## config.mk

```make
export PLATFORM = sky130hd
export DESIGN_NAME = instr_fetch_unit
export DESIGN_NICKNAME = d
export VERILOG_FILES = /design/src/rtl/instr_fetch_unit.sv
export SDC_FILE = /design/constraint.sdc
export NUM_CORES = 1
export LEC_CHECK = 0
export ABC_AREA = 1
export ABC_CLOCK_PERIOD_IN_PS = 2580
export BUFFER_PORTS_ARGS = -buffer_cell sky130_fd_sc_hd__buf_2
export CAP_MARGIN = 20
export CORE_ASPECT_RATIO = 0.6
export CORE_MARGIN = 1.5
export CORE_UTILIZATION = 53
export CTS_BUF_LIST = sky130_fd_sc_hd__clkbuf_16
export DETAILED_ROUTE_END_ITERATION = 8
export GPL_TIMING_DRIVEN = 1
export PLACE_DENSITY = 0.91
export SLEW_MARGIN = 15
export SYNTH_ARGS = -nofsm -noshare
export SYNTH_HDL_FRONTEND = slang
export SYNTH_SLANG_ARGS = --single-unit
```

## constraint.sdc

```tcl
create_clock -name clk_i -period 2.58 [get_ports clk_i]
set_input_delay 0 -clock clk_i [delete_from_list [all_inputs] [get_ports clk_i]]
set_output_delay 0 -clock clk_i [all_outputs]
set_load 0.05 [all_outputs]
```

## src/rtl/instr_fetch_unit.sv

```systemverilog
// Instruction fetch unit: owns the PC, reads imem over req/ack and
// presents each word to decode over a valid/ready handshake.
module instr_fetch_unit #(
    parameter int                 ADDR_W   = 32,
    parameter logic [ADDR_W-1:0]  RESET_PC = '0
) (
    input  logic              clk_i,
    input  logic              rst_i,
    output logic              imem_req_o,
    output logic [ADDR_W-1:0] imem_addr_o,
    input  logic              imem_ack_i,
    input  logic [31:0]       imem_rdata_i,
    output logic              instr_valid_o,
    input  logic              instr_ready_i,
    output logic [31:0]       instr_o,
    output logic [5:0]        instr_op_o,
    output logic [ADDR_W-1:0] pc_o,
    input  logic              redirect_i,
    input  logic [ADDR_W-1:0] redirect_pc_i
);

    typedef enum logic [1:0] {
        REQ,
        HOLD,
        DROP
    } state_e;

    localparam logic [ADDR_W-1:0] ALIGN_MASK = ~ADDR_W'(3);

    state_e            state_q;
    logic              req_q;
    logic              valid_q;
    logic [31:0]       instr_q;
    logic [ADDR_W-1:0] pc_q;
    logic [ADDR_W-1:0] pc_out_q;
    logic [ADDR_W-1:0] tgt_q;

    logic              ack_v;
    logic [ADDR_W-1:0] redir_pc;
    logic [ADDR_W-1:0] pc_inc;

    // An ack only counts while a request is actually on the bus
    assign ack_v    = imem_ack_i & req_q;
    assign redir_pc = redirect_pc_i & ALIGN_MASK;
    assign pc_inc   = pc_q + ADDR_W'(4);

    always_ff @(posedge clk_i or negedge rst_i) begin
        if (!rst_i) begin
            state_q  <= REQ;
            req_q    <= 1'b0;
            valid_q  <= 1'b0;
            instr_q  <= '0;
            pc_q     <= RESET_PC;
            pc_out_q <= '0;
            tgt_q    <= '0;
        end else begin
            unique case (state_q)
                REQ: begin
                    if (redirect_i) begin
                        // Nothing in flight (or it just completed): retarget now
                        if (ack_v || !req_q) begin
                            pc_q  <= redir_pc;
                            req_q <= 1'b1;
                        end else begin
                            tgt_q   <= redir_pc;
                            state_q <= DROP;
                        end
                    end else if (ack_v) begin
                        instr_q  <= imem_rdata_i;
                        pc_out_q <= pc_q;
                        valid_q  <= 1'b1;
                        pc_q     <= pc_inc;
                        req_q    <= 1'b0;
                        state_q  <= HOLD;
                    end else begin
                        req_q <= 1'b1;
                    end
                end
                HOLD: begin
                    if (redirect_i) begin
                        valid_q <= 1'b0;
                        pc_q    <= redir_pc;
                        req_q   <= 1'b1;
                        state_q <= REQ;
                    end else if (instr_ready_i) begin
                        valid_q <= 1'b0;
                        req_q   <= 1'b1;
                        state_q <= REQ;
                    end
                end
                DROP: begin
                    if (ack_v) begin
                        pc_q    <= redirect_i ? redir_pc : tgt_q;
                        state_q <= REQ;
                    end else if (redirect_i) begin
                        tgt_q <= redir_pc;
                    end
                end
                default: begin
                    state_q <= REQ;
                end
            endcase
        end
    end

    assign imem_req_o    = req_q;
    assign imem_addr_o   = pc_q;
    assign instr_valid_o = valid_q;
    assign instr_o       = instr_q;
    assign instr_op_o    = instr_q[31:26];
    assign pc_o          = pc_out_q;

endmodule

```

==> results by group, run 1 <==
Setup path
  – CP Launch Point: state_q[0]
  – Reg2reg start: state_q[0]
  – Critical Path Start Type: flop
  – WP data required: 2890 ps
  – CP delay by family, top: compound AO/OA/AOI/OAI gates
  – Max stage delay on crit path: 430 ps
  – Most frequent cell on the critical path: inv_1
  – CP Buf/Inv Count: 4
  – Worst EP arrival: 2700 ps
  – CP Max Fanout: 6
  – Crit path cell chain: inv_1 -> ha_1 -> inv_1 -> o21ai_0 -> inv_1 -> a21oi_1 -> nand2_1 -> o22ai_1 -> inv_2
  – Kind of critical path: flop to flop
  – Flop2flop setup slack: 190 ps
  – CP max stage cell: dfrtp_1
  – CP Capture Type: flop

Yosys
  – Yosys top cell area share: 0.495
  – #FFs+latches synth: 132
  – Primary FF master, synth: dfrtp_1
  – XOR/XNOR share of the synthesized area: 0.00656
  – Post-synth EDFFs: 0
  – Mux share of post-synthesis cell area: 0.0675
  – Ys async rst share: 1.00
  – Largest family of logic cells by synthesized area: simple AND/OR/NAND/NOR gates
  – Avg Cell Area, Syn: 8.11 sq um
  – Register area share after synthesis: 0.495
  – Synth area leader: dfrtp_1
  – Synth area leaders: dfrtp_1 50%, nand2_1 16%, mux2_2 4.6%, inv_1 3.5%, a21oi_1 3.5%
  – Simple-gate share of the synthesized area: 0.235
  – YS warnings: 0
  – Adder-Cell Fraction of Synth Area: 0.00938
  – Synth Area in Compound Gates: 0.116
  – Mapped Nets: 897
  – Syn Std Cell Area: 6670 sq um
  – Synthesized instance count: 823
  – Netlist cell types: 33

Clock network
  – Num CTS Buffers: 17
  – Worst-case clock buffer depth: 2
  – TritonCTS clock tree: yes
  – Worst skew pair latency: 420 ps
  – Root buffer cell: clkbuf_16
  – Clock sinks: 132
  – Clock slew at reported path FFs: 60 ps
  – Htree depth: 4

Worst hold path
  – Hold Path Class: input port to flop
  – HP Start: imem_ack_i

Timing
  – Final WS setup: 190 ps
  – Setup Viol. Count Final: 0
  – Post-route setup TNS: 0 ps
  – Worst Skew: 8.36 ps
  – Worst-Margin Slew: 550 ps
  – Period utilisation layout: 0.926
  – Fmax: 0.418 GHz
  – Tmin final: 2390 ps
  – Relative slew slack: 0.633
  – RSZ-0062 raised after global routing: no
  – Final hold violations: 0
  – Max-slew violations: 0

Route
  – Vias per cell: 5.53
  – DR WL/cell: 17.2 microns
  – DRC viols: 0
  – Vias: 6,789
  – Antenna Nets Post-Route: 0
  – Drt pass-1 iters: 6
  – Total Wirelength: 21,200 microns
  – Iter 0 DRT Violations: 1,092

Cells and area
  – Area grow syn2layout: 32.9%
  – Layout cells sized above 1: 0.237
  – Final std cells w/o fill: 1,228
  – Fillers: 838
  – Final core occ: 0.728
  – Most frequent cells in the layout: 289 x nand2_1, 169 x buf_2, 132 x dfrtp_1, 63 x inv_1, 63 x dlygate4sd3_1
  – Nets: 1,121
  – Reg area: 3300 sq um
  – Multi-input gate area: 2900 sq um
  – Commonest non-fill, non-tap cell in the layout: nand2_1

Global route
  – Grt met3 use: 0.125
  – Vias in the first global route: 6,474
  – Met1 track demand over resource: 0.445
  – First-pass GRT wire length: 33,900 microns
  – Total track usage: 0.327
  – Initial antenna violation count: 3
  – Grt peak-use layer: met2
  – Met2 Use GR: 0.491
  – GRT overflow: 0
  – Pin count of the biggest net entering global routing: 60

Job
  – Max-Cap Viols: 0

Pwr
  – IR drop worst, VDD: 0.000685 V
  – Static leakage: 4.50 nW
  – PwrDens: 1550 nW/um^2

Floorplan
  – CORE AREA: 12,200 sq um
  – I/O pin cnt: 173
  – Die height: 89.9 microns
  – Die width: 148 microns
  – DIE AREA: 13,300 sq um
  – Initial Util: 0.548
  – Std-Cell Rows: 31

Placed design
  – GP Congestion: 0.940
  – Pre-CTS setup slack: 252 ps
  – Port Buf Inserts: 170
  – DP Wirelength: 13,300 microns
  – Dpl cells: 1,130

Outcome
  – Status: finished clean
## worst paths after layout
kind                                       end  cells past startpoint
worst max register to register  imem_addr_o[8]                      9
worst min-delay path                imem_req_o                      5
max in group asynchronous          instr_o[24]                      3
worst max-delay path            imem_addr_o[8]                      9
min in group asynchronous             pc_o[30]                      2
worst min register to register        pc_o[30]                      2
## state kept, by name (all words and copies together), names as in the netlist
register and flops:
imem_addr_o 32, imem_req_o 1, instr_o 32, instr_valid_o 1, pc_o 32, state_q 2
tgt_q 32
## report_power, final
part / switching, W / internal (W) / leakage, nW / total [W]
clock: 0.000963 / 0.00143 / 0.277 / 0.00239
sequential: 0.000855 / 0.00306 / 1.64 / 0.00391
combinational: 0.00557 / 0.00190 / 2.59 / 0.00747
## logic make-up (layout without fill, tap and decap cells)
family	Yosys count	in the layout
buf+inv	108	345
simple gates	397	397
fa+ha+maj	5	5
xor+xnor	5	5
other cells	0	3
flops	132	132
compound gates	136	136
mux	40	40
## area by class of cell
type	count	share of cell area
clock inverter	15	0.0178
clock buffer	17	0.0480
inverter	68	0.0291
timing repair buffer	245	0.181
tap	165	0.0233
sequential	132	0.373
multi-input combinational	583	0.327
antenna	3	0.000847
## worst reg2reg max path: stages, from the launching register on
cell	delay [ps]
dfrtp_1	430
inv_1	100
ha_1	340
inv_1	60
o21ai_0	420
inv_1	250
a21oi_1	370
nand2_1	110
o22ai_1	160
inv_2	40
## cell usage after synthesis, drive strengths merged, types with 9 or more instances
cell and count:
buf 28, inv 68, nor2 64, a22oi 9, clkbuf 12, a221oi 11, dfrtp 132, a21oi 46
mux2 40, o21ai 58, nand3 35, nand2 291
## repair_timing
item / in CTS / in global routing
setup buffers: 0 / 0
endpoints found under the hold margin: 145 / 0
gates resized for setup: 0 / 2
hold buffers: 63 / 0
setup endpoints to repair: 0 / 6
## per-stage QoR
step                total power [W]  area, sq um  hold WS [ps]
floorplan                   0.00927         6670          -296
detailed placement           0.0110         7640          1.62
CTS                          0.0135         8850          37.9
global placement             0.0108         7640         -4.19
global route                 0.0145         8860           123
finish                       0.0138         8860          51.2
## per-layer routing
metal  part of all wire  vias to the layer above
li1                   -                     3133
met1               0.42                     3100
met2               0.43                      496
met3               0.13                       60
met4              0.020                        0
met5                  0                        -
No activity file was read; power rests on OpenSTA's default activity.
==> run 2: changes to the inputs <==
==> constraint.sdc (replaced) <==
create_clock -name clk_i -period 2.58 [get_ports clk_i]
set_input_delay 0.258 -clock clk_i [delete_from_list [all_inputs] [get_ports clk_i]]
set_output_delay 0.258 -clock clk_i [all_outputs]
set_load 0.05 [all_outputs]
==> run 2 against run 1 <==
Clock-buffer cell count did not move. Global-route usage decreased by 3.5 points. Highest routed layer is now met5. Clock skew rose by 4.8 ps. Flip-flop and latch count unchanged. Design area down 7.1%. Sequential share of layout area up 2.8 points. Die area unchanged. Setup slack better by 120 ps. Critical path depth is the same. First-iteration DRC count shrank 27%. Utilization decreased by 5.2 points.
==> results by group, run 2 (synthesis gave the netlist of run 1 again) <==
Worst hold path
  – Hold Path Class: input port to flop (unchanged)
  – Endpoint with the worst hold slack: instr_o[24] (was imem_req_o)
  – HP Start: imem_rdata_i[24] (was imem_ack_i)
  – Hold depth: 2 (was 5)

Timing
  – Post-route setup TNS: 0 ps (unchanged)
  – Relative slew slack: 0.560 (was 0.633)
  – Final WS setup: 315 ps (was 190 ps)
  – Final hold violations: 0 (unchanged)
  – Worst-Margin Slew: 660 ps (was 550 ps)
  – RSZ-0062 raised after global routing: no (unchanged)
  – Fmax: 0.441 GHz (was 0.418 GHz)
  – Max-slew violations: 0 (unchanged)
  – Worst Skew: 13.2 ps (was 8.36 ps)
  – Setup Viol. Count Final: 0 (unchanged)
  – Tmin final: 2270 ps (was 2390 ps)
  – Period utilisation layout: 0.878 (was 0.926)

Clock network
  – Post-CTS setup buffer count: 0 (unchanged)
  – Worst skew pair latency: 420 ps (about the same)
  – Post-CTS resize count: 0 (unchanged)
  – Clock sinks: 132 (unchanged)
  – Htree depth: 4 (unchanged)
  – Root buffer cell: clkbuf_16 (unchanged)
  – Quantity of hold-fixing buffers added after cts: 1 (was 63)
  – Clock slew at reported path FFs: 60 ps (about the same)
  – Num CTS Buffers: 17 (unchanged)
  – Worst-case clock buffer depth: 2 (unchanged)
  – TritonCTS clock tree: yes (unchanged)

Placed design
  – Pre-CTS setup slack: 423 ps (was 252 ps)
  – DP Wirelength: 13,300 microns (about the same)
  – GP Congestion: 0.958 (was 0.940)
  – Port Buf Inserts: 170 (unchanged)
  – Dpl cells: 1,132 (was 1,130)

Setup path
  – WP data required: 2890 ps (about the same)
  – R2R Path End: imem_addr_o[8] (unchanged)
  – CP Max Fanout: 7 (was 6)
  – Cell depth of the worst flop-to-flop path: 9 (unchanged)
  – CP max stage cell: dfrtp_1 (unchanged)
  – Crit path cell chain: inv_1 -> ha_1 -> inv_1 -> o21ai_0 -> inv_1 -> a21oi_1 -> nand2_1 -> o22ai_1 -> inv_2 (unchanged)
  – Critical Path Start Type: flop (unchanged)
  – Reg2reg start: state_q[0] (unchanged)
  – CP Capture Type: flop (unchanged)
  – Flop2flop setup slack: 310 ps (was 190 ps)
  – Kind of critical path: flop to flop (unchanged)
  – Max stage delay on crit path: 420 ps (was 430 ps)
  – Worst EP arrival: 2580 ps (was 2700 ps)
  – Most frequent cell on the critical path: inv_1 (unchanged)

Floorplan
  – Die width: 148 microns (unchanged)
  – Initial Util: 0.548 (unchanged)
  – I/O pin cnt: 173 (unchanged)
  – Die height: 89.9 microns (unchanged)
  – CORE AREA: 12,200 sq um (unchanged)
  – DIE AREA: 13,300 sq um (unchanged)
  – Std-Cell Rows: 31 (unchanged)

Cells and area
  – Most frequent cells in the layout: 289 x nand2_1, 169 x buf_2, 132 x dfrtp_1, 62 x inv_1, 60 x nor2_1 (was 289 x nand2_1, 169 x buf_2, 132 x dfrtp_1, 63 x inv_1, 63 x dlygate4sd3_1)
  – Area grow syn2layout: 23.4% (was 32.9%)
  – Final std cells w/o fill: 1,169 (was 1,228)
  – Commonest non-fill, non-tap cell in the layout: nand2_1 (unchanged)
  – Layout cells sized above 1: 0.255 (was 0.237)
  – Nets: 1,061 (was 1,121)

Route
  – DR WL/cell: 16.3 microns (was 17.2 microns)
  – Antenna Nets Post-Route: 0 (unchanged)
  – Vias per cell: 5.54 (was 5.53)
  – DRC viols: 0 (unchanged)
  – Vias: 6,472 (was 6,789)
  – Iter 0 DRT Violations: 801 (was 1,092)
  – Drt pass-1 iters: 8 (was 6)
  – Total Wirelength: 19,100 microns (was 21,200 microns)

Global route
  – First-pass GRT wire length: 30,500 microns (was 33,900 microns)
  – Vias in the first global route: 5,924 (was 6,474)
  – Total track usage: 0.293 (was 0.327)
  – Pin count of the biggest net entering global routing: 71 (was 60)
  – Initial antenna violation count: 4 (was 3)
  – GRT overflow: 0 (unchanged)

Outcome
  – Status: finished clean (unchanged)

Job
  – Max-Cap Viols: 0 (unchanged)
[run 2: cell type report]
class | instances | area, sq um
repair buffers | 185 | 1010
diodes | 4 | 10.0
inverters | 68 | 255
flip-flops and latches | 132 | 3300
multi-input cells | 583 | 2900
clock buffers | 17 | 425
well taps | 165 | 206
fillers | 934 | 3950
clock inverters | 15 | 121
[run 2: worst max path at each step]
stage | start | to | slack [ps] | cells past startpoint
final | state_q[0] | imem_addr_o[8] | 310 | 9
after global routing | state_q[0] | imem_addr_o[16] | 100 | 12
after CTS | state_q[0] | imem_addr_o[8] | 410 | 9
after detailed placement | state_q[0] | imem_addr_o[8] | 420 | 9
after global placement | state_q[0] | instr_o[22] | 480 | 7
after floorplan | imem_addr_o[2] | imem_addr_o[26] | 670 | 10
[run 2: per-layer routing]
metal | part of all wire | global-route usage | vias up
met5 | 0.00068 | 0 | -
met4 | 0.015 | 0.0693 | 2
met3 | 0.14 | 0.108 | 34
met2 | 0.42 | 0.423 | 428
met1 | 0.43 | 0.419 | 2995
li1 | - | - | 3013
[run 2: stage by stage]
stage / util / hold WS, ps / instance area [sq um]
finish: 0.676 / 45.8 / 8230
global route: 0.675 / 46.0 / 8220
CTS: 0.675 / 33.9 / 8220
detailed placement: 0.630 / 311 / 7670
global placement: 0.630 / 306 / 7670
floorplan: - / -37.6 / 6670
[run 2: worst max-delay path, delay by kind of cell (launching register included)]
family | cells | cell delay, ps
buffers and inverters | 4 | 440
adder cells (fa/ha/maj) | 1 | 420
AO/OA/AOI/OAI | 3 | 800
AND/OR/NAND/NOR | 1 | 90
flip-flops | 1 | 420
Power of run 2 is left out: the tool's default activity adds up to more than one toggle a clock period on the data nets, which glitch-free logic cannot reach.
